==> src/rtl/phase_ctrl_pkg.sv <==
// -----------------------------------------------------------------------------
// phase_ctrl_pkg
//   Shared definitions for the multicycle sequencer and its consumers (pc,
//   datapath): phase bit indices, sequencer state encodings and a helper that
//   maps a state onto its one-hot phase vector.
//
//   Phase vector layout (bit index):  f=0, r=1, x=2, m=3, w=4
// -----------------------------------------------------------------------------
package phase_ctrl_pkg;

  // Phase bit indices into the one-hot phase vector.
  localparam int unsigned PH_F = 0;
  localparam int unsigned PH_R = 1;
  localparam int unsigned PH_X = 2;
  localparam int unsigned PH_M = 3;
  localparam int unsigned PH_W = 4;

  // Sequencer state encodings (legacy-compatible constants).
  localparam logic [2:0] ST_IDLE   = 3'd0;
  localparam logic [2:0] ST_IFWAIT = 3'd1;
  localparam logic [2:0] ST_F      = 3'd2;
  localparam logic [2:0] ST_R      = 3'd3;
  localparam logic [2:0] ST_X      = 3'd4;
  localparam logic [2:0] ST_M      = 3'd5;
  localparam logic [2:0] ST_W      = 3'd6;
  localparam logic [2:0] ST_HALT   = 3'd7;

  // One-hot phase vector driven while in a given state. States without an
  // instruction phase (IDLE, IFWAIT, HALT) map to all zero.
  function automatic logic [PH_W:0] phase_of(input logic [2:0] st);
    logic [PH_W:0] ph;
    ph = '0;
    case (st)
      ST_F:    ph[PH_F] = 1'b1;
      ST_R:    ph[PH_R] = 1'b1;
      ST_X:    ph[PH_X] = 1'b1;
      ST_M:    ph[PH_M] = 1'b1;
      ST_W:    ph[PH_W] = 1'b1;
      default: ph = '0;
    endcase
    return ph;
  endfunction

  // States in which a halt request is latched as pending: the window in which
  // an instruction is in flight but has not yet reached W.
  function automatic logic in_halt_window(input logic [2:0] st);
    return (st == ST_IFWAIT) || (st == ST_F) || (st == ST_R) ||
           (st == ST_X) || (st == ST_M);
  endfunction

endpackage

==> src/rtl/phase_ctrl.sv <==
// -----------------------------------------------------------------------------
// phase_ctrl
//   Multicycle CPU sequencer. Produces the one-hot phase vector (f,r,x,m,w)
//   used by pc and the datapath, owns the instruction/data memory wait
//   handshakes, run/halt control and a retired-instruction counter.
//   phase[f] is high for exactly one cycle per instruction.
//
//   Optional feature macro: PHASE_SKIP_EN
//     defined   -> non-memory instructions go X -> W directly (no M phase)
//     undefined -> X always goes to M; non-memory M lasts one cycle
//
// Parameters
//   CNT_W     width of the retired-instruction counter (wraps modulo 2^CNT_W)
//
// Ports
//   clk       in   clock, all state updates on posedge
//   n_rst     in   synchronous active-low reset
//   run       in   start pulse, honoured only in IDLE or HALT
//   halt_req  in   halt after the current instruction completes
//   is_mem    in   decoded instruction is load/store (valid from R onward)
//   imem_ack  in   instruction memory data valid
//   dmem_ack  in   data memory access complete
//   phase     out  one-hot phase, all zero in IDLE/IFWAIT/HALT
//   imem_req  out  instruction fetch request (high throughout IFWAIT)
//   dmem_req  out  data access request (high in M for memory instructions)
//   halted    out  high in HALT
//   retired   out  count of completed W phases
//
// All outputs are registered: each is computed from the next state and
// loaded on the same edge as the state, so there is no input->output path.
// -----------------------------------------------------------------------------
module phase_ctrl
  import phase_ctrl_pkg::*;
#(
  parameter int unsigned CNT_W = 32
) (
  input  logic             clk,
  input  logic             n_rst,
  input  logic             run,
  input  logic             halt_req,
  input  logic             is_mem,
  input  logic             imem_ack,
  input  logic             dmem_ack,
  output logic [PH_W:0]    phase,
  output logic             imem_req,
  output logic             dmem_req,
  output logic             halted,
  output logic [CNT_W-1:0] retired
);

  logic [2:0] state;
  logic [2:0] state_d;
  logic       halt_pend;
  logic       halt_pend_d;

  // ---------------------------------------------------------------------------
  // Next-state logic
  // ---------------------------------------------------------------------------
  always_comb begin
    state_d     = state;
    halt_pend_d = halt_pend;

    // A halt request while an instruction is in flight is remembered so the
    // instruction can finish through W before stopping.
    if (halt_req && in_halt_window(state)) begin
      halt_pend_d = 1'b1;
    end

    case (state)
      ST_IDLE: begin
        if (run) state_d = ST_IFWAIT;
      end

      ST_IFWAIT: begin
        if (imem_ack) state_d = ST_F;
      end

      ST_F: state_d = ST_R;

      ST_R: state_d = ST_X;

      ST_X: begin
`ifdef PHASE_SKIP_EN
        state_d = is_mem ? ST_M : ST_W;
`else
        state_d = ST_M;
`endif
      end

      ST_M: begin
        // Memory instructions wait for the data ack; others pass in one cycle.
        if (!is_mem || dmem_ack) state_d = ST_W;
      end

      ST_W: begin
        // A halt request in this very cycle takes priority over anything else.
        if (halt_req || halt_pend) state_d = ST_HALT;
        else                       state_d = ST_IFWAIT;
      end

      ST_HALT: begin
        if (run) begin
          state_d     = ST_IFWAIT;
          halt_pend_d = 1'b0;
        end
      end

      default: state_d = ST_IDLE;
    endcase
  end

  // ---------------------------------------------------------------------------
  // State and registered outputs
  // ---------------------------------------------------------------------------
  always_ff @(posedge clk) begin
    if (!n_rst) begin
      state     <= ST_IDLE;
      halt_pend <= 1'b0;
      phase     <= '0;
      imem_req  <= 1'b0;
      dmem_req  <= 1'b0;
      halted    <= 1'b0;
      retired   <= '0;
    end else begin
      state     <= state_d;
      halt_pend <= halt_pend_d;
      phase     <= phase_of(state_d);
      imem_req  <= (state_d == ST_IFWAIT);
      // is_mem is stable from R onward, so sampling it on entry to (and while
      // staying in) M gives the request for the whole M wait.
      dmem_req  <= (state_d == ST_M) && is_mem;
      halted    <= (state_d == ST_HALT);
      if (state == ST_W) begin
        retired <= retired + CNT_W'(1);
      end
    end
  end

endmodule

==> config.mk <==
export PLATFORM = sky130hd
export DESIGN_NAME = phase_ctrl
export DESIGN_NICKNAME = d
export VERILOG_FILES = /design/src/rtl/phase_ctrl_pkg.sv /design/src/rtl/phase_ctrl.sv
export SDC_FILE = /design/constraint.sdc
export NUM_CORES = 1
export LEC_CHECK = 0
export CAP_MARGIN = 10
export CELL_PAD_IN_SITES_DETAIL_PLACEMENT = 2
export CELL_PAD_IN_SITES_GLOBAL_PLACEMENT = 2
export CORE_MARGIN = 2
export CORE_UTILIZATION = 31
export CTS_CLUSTER_DIAMETER = 30
export DETAILED_ROUTE_END_ITERATION = 12
export HOLD_SLACK_MARGIN = 0.06
export PLACE_DENSITY = 0.91
export SLEW_MARGIN = 20
export SYNTH_ARGS = -nofsm -noshare
export SYNTH_HDL_FRONTEND = slang
export SYNTH_SLANG_ARGS = --single-unit
export TNS_END_PERCENT = 10
==> constraint.sdc <==
create_clock -name clk -period 5.6 [get_ports clk]
set_input_delay 1.12 -clock clk [delete_from_list [all_inputs] [get_ports clk]]
set_output_delay 1.12 -clock clk [all_outputs]
set_load 0.01 [all_outputs]
==> metrics.md <==
| Metric | Value |
|---|---|
| R2R Setup Slk | 3.02 ns |
| Wire per inst | 17.7 um |
| Max clock buf depth | 2 |
| Synth Warn # | 0 |
| DRT Pass-1 Iters | 4 |
| Area post-placement | 2520 um2 |
| Clk_lat worst skew | 0.30 ns |
| Multi-input gate area | 1050 um2 |
| Clock transition at the registers of the reported paths | 0.08 ns |
| Critical path endpoint | halted |
| R2R depth | 4 |
| Gr ovfl total | 0 |
| Synth Instances | 235 |
| Routed wire length | 6210 um |
| Number of diodes | 0 |
| Lkg Pwr | 0.846 nW |
| Vias in the first global route | 2,091 |
| Die area | approximately 7000 um2 |
| Setup violations, final | 0 |
| Most frequent cell after synthesis | dfxtp_1 |
| Routed Antenna Nets | 0 |
| Crit-path slowest cell | inv_1 |
| Worst Path Required | 5.74 ns |
| Worst min path class | register to register |
| Clock skew | 0.00746 ns |
| Post-layout minimum cycle time | 2.82 ns |
| Sequential fraction of the synthesis area | 43.5% |
| Final nets | between 200 and 300 |
| CP Launch Point | n_rst |
| Area grow syn2layout | 29.1% |
| Top_reg_cell synth | dfxtp_1 |
| Yosys reg bits | 44 |
| Post-Layout Inst Area | 2620 um2 |
| Share of cells above drive strength 1 | 4.01% |
| Pins Over Slew Limit | 0 |
| Num CTS Buffers | 5 |
| Peak Freq | 354 MHz |
| # H-tree levels | 2 |
| Max cap viols | 0 |
| Post-route non-filler standard cell count | 351 |
| Via density | 5.63 |
| Top post-synthesis cells by count | dfxtp_1 (44), a21oi_1 (19), nand2_1 (17) |
| Post-Syn Area | 2030 um2 |
| Crit path kind | input pin to register |
| Final hold viol count | 0 |
| Sink Count | 44 |
| # port buffers | 46 |
| # DRC | 0 |
| Number of synthesized flops with an enable pin | 0 |
| RSZ-0062 raised after global routing | no |
| Pre-CTS setup slack | about 2.5 ns |
| Initial antenna violation count | 0 |
| Filler cell count in the final layout | ~700 |
| Worst slew margin | between 30% and 40% |
| Dpl hpwl | approximately 4300 um |
| Final setup TNS | 0 ns |
| Post-synth ARST share | 0% |
| Placed cells | ~340 |
| GP Congestion | 0.761 |
| Syn_area_per_cell | 8.62 um2 |
| Element type at the critical path end | register |
| CP Data Arrival Time | 2.96 ns |
| Core region area | 6350 um2 |
| Total GRT Usage | 18.3% |
| Post-CTS setup buffers | 0 |
| Max rail drop VDD | about 0.11 mV |
| Total power draw | 571 uW |
| DR vias | 1,976 |
| Status | completed |
| Hold_buf cts | 0 |
| Initial Util | 31.9% |
| Largest net degree at the start of global routing | 32 |
| Synth area leaders | dfxtp_1 (43%), a21oi_1 (4.7%), or4_1 (4.1%), xnor2_1 (3.9%), o31ai_1 (3.3%) |
| PwrDens | between 200 and 250 nW/um2 |
| DRT iter0 DRCs | 80 |
| Synth area leader | dfxtp_1 |
| CP cell instances | clkdlybuf4s50_1 > inv_1 > nor3_1 |
| Distinct cells, synth | 39 |
| Max incr delay on CP | 0.94 ns |
| Die Y | around 85 um |
| CTS tree | built |
| First-pass GRT wire length | 10,600 um |
| Crit start category | input pin |
| RR Endpoint | retired[22] |
| Register area | 881 um2 |
| Reg2reg start | state[2] |
| Final setup margin | 2.78 ns |
| Actual transition at the worst max-transition pin | a little over 1 ns |
| Num rows | 29 |
| I/O pin count | between 40 and 50 |
| CTS Root Cell | clkbuf_8 |
| Worst-path fanout max | 31 |
| Width of the die | 84.8 um |
| Post-Syn Nets | 243 |
| Final Cycle Share | between 50% and 60% |
| Synth top area share | 43.5% |
| Post-CTS sizing | 0 |
==> critical path: cells and delay by family <==
| family | cells | cell delay [ns] |
|---|---|---|
| buffers and inverters | 2 | 1.69 |
| and+or+nand+nor | 1 | 0.15 |
==> flip-flops by register name, indices dropped and copies added, names as in the netlist <==
register   cells
halted         1
retired       32
imem_req       1
state          3
halt_pend      1
dmem_req       1
phase          5
==> cells in the final DEF (no fill, tap or decap), types with 2 or more instances in the layout <==
cell	Yosys	routed
clkdlybuf4s50_1	0	46
dfxtp_1	44	44
a21oi_1	19	19
nand2_1	17	17
nor2_1	16	16
or4_1	11	11
inv_1	10	10
or3_1	10	10
o21ai_0	9	9
nand3_1	9	9
o31ai_1	9	9
xnor2_1	9	9
nand2b_1	6	6
nand4_1	6	6
nor4_1	6	6
clkbuf_8	0	6
nor3_1	5	5
o311ai_0	4	4
o41ai_1	4	4
and4_1	3	3
and2_1	3	3
and3b_1	2	2
and3_1	2	2
mux2i_1	2	2
clkinv_2	0	2
==> cells by family (layout without fill, tap and decap cells) <==
group,after synthesis,in the layout,share of synthesized area [%]
buffers and inverters,25,64,4.82
DFF,44,44,43.5
and+or+nand+nor,103,103,30.0
xor gates and xnor gates,10,10,4.32
adders and majority gates,1,1,0.618
AOI/OAI and AO/OA,50,50,15.8
muxes,2,2,0.988
==> per-layer routing <==
metal	vias up	track usage [%]	routed length, um
met3	5	3.50	181
met2	40	32.3	3170
met1	983	22.5	2790
li1	948	-	-
met5	-	0	0
met4	0	5.92	78
==> worst min path at each step <==
stage	startpoint	endpoint	depth (start not counted)
detailed placement	halt_pend	halt_pend	2
floorplan	halt_pend	halt_pend	2
finish	halt_pend	halt_pend	2
global placement	halt_pend	halt_pend	2
global route	halt_pend	halt_pend	2
CTS	halt_pend	halt_pend	2
==> report_power, final <==
group	switching (mW)	internal, mW
clock	0.116	0.0987
combinational	0.0168	0.0150
sequential	0.00738	0.317
total	0.140	0.431
==> metrics by stage <==
| stage | hold slack (ns) | util [%] |
|---|---|---|
| 5_1_grt | 0.542 | 41.2 |
| 4_1_cts | 0.498 | 41.2 |
| 3_3_place_gp | 0.463 | 39.7 |
| 3_5_place_dp | 0.478 | 39.7 |
| 6_report | 0.491 | 41.2 |
| 2_1_floorplan | 0.452 | - |
==> final cells by class <==
type	count	area share, %
multi-input cells	166	40.0
flip-flops and latches	44	33.7
repair buffers	46	17.6
well taps	77	3.68
clock buffers	6	3.16
inverters	10	1.44
clock inverters	2	0.383
Power figures use the tool's default switching activity.
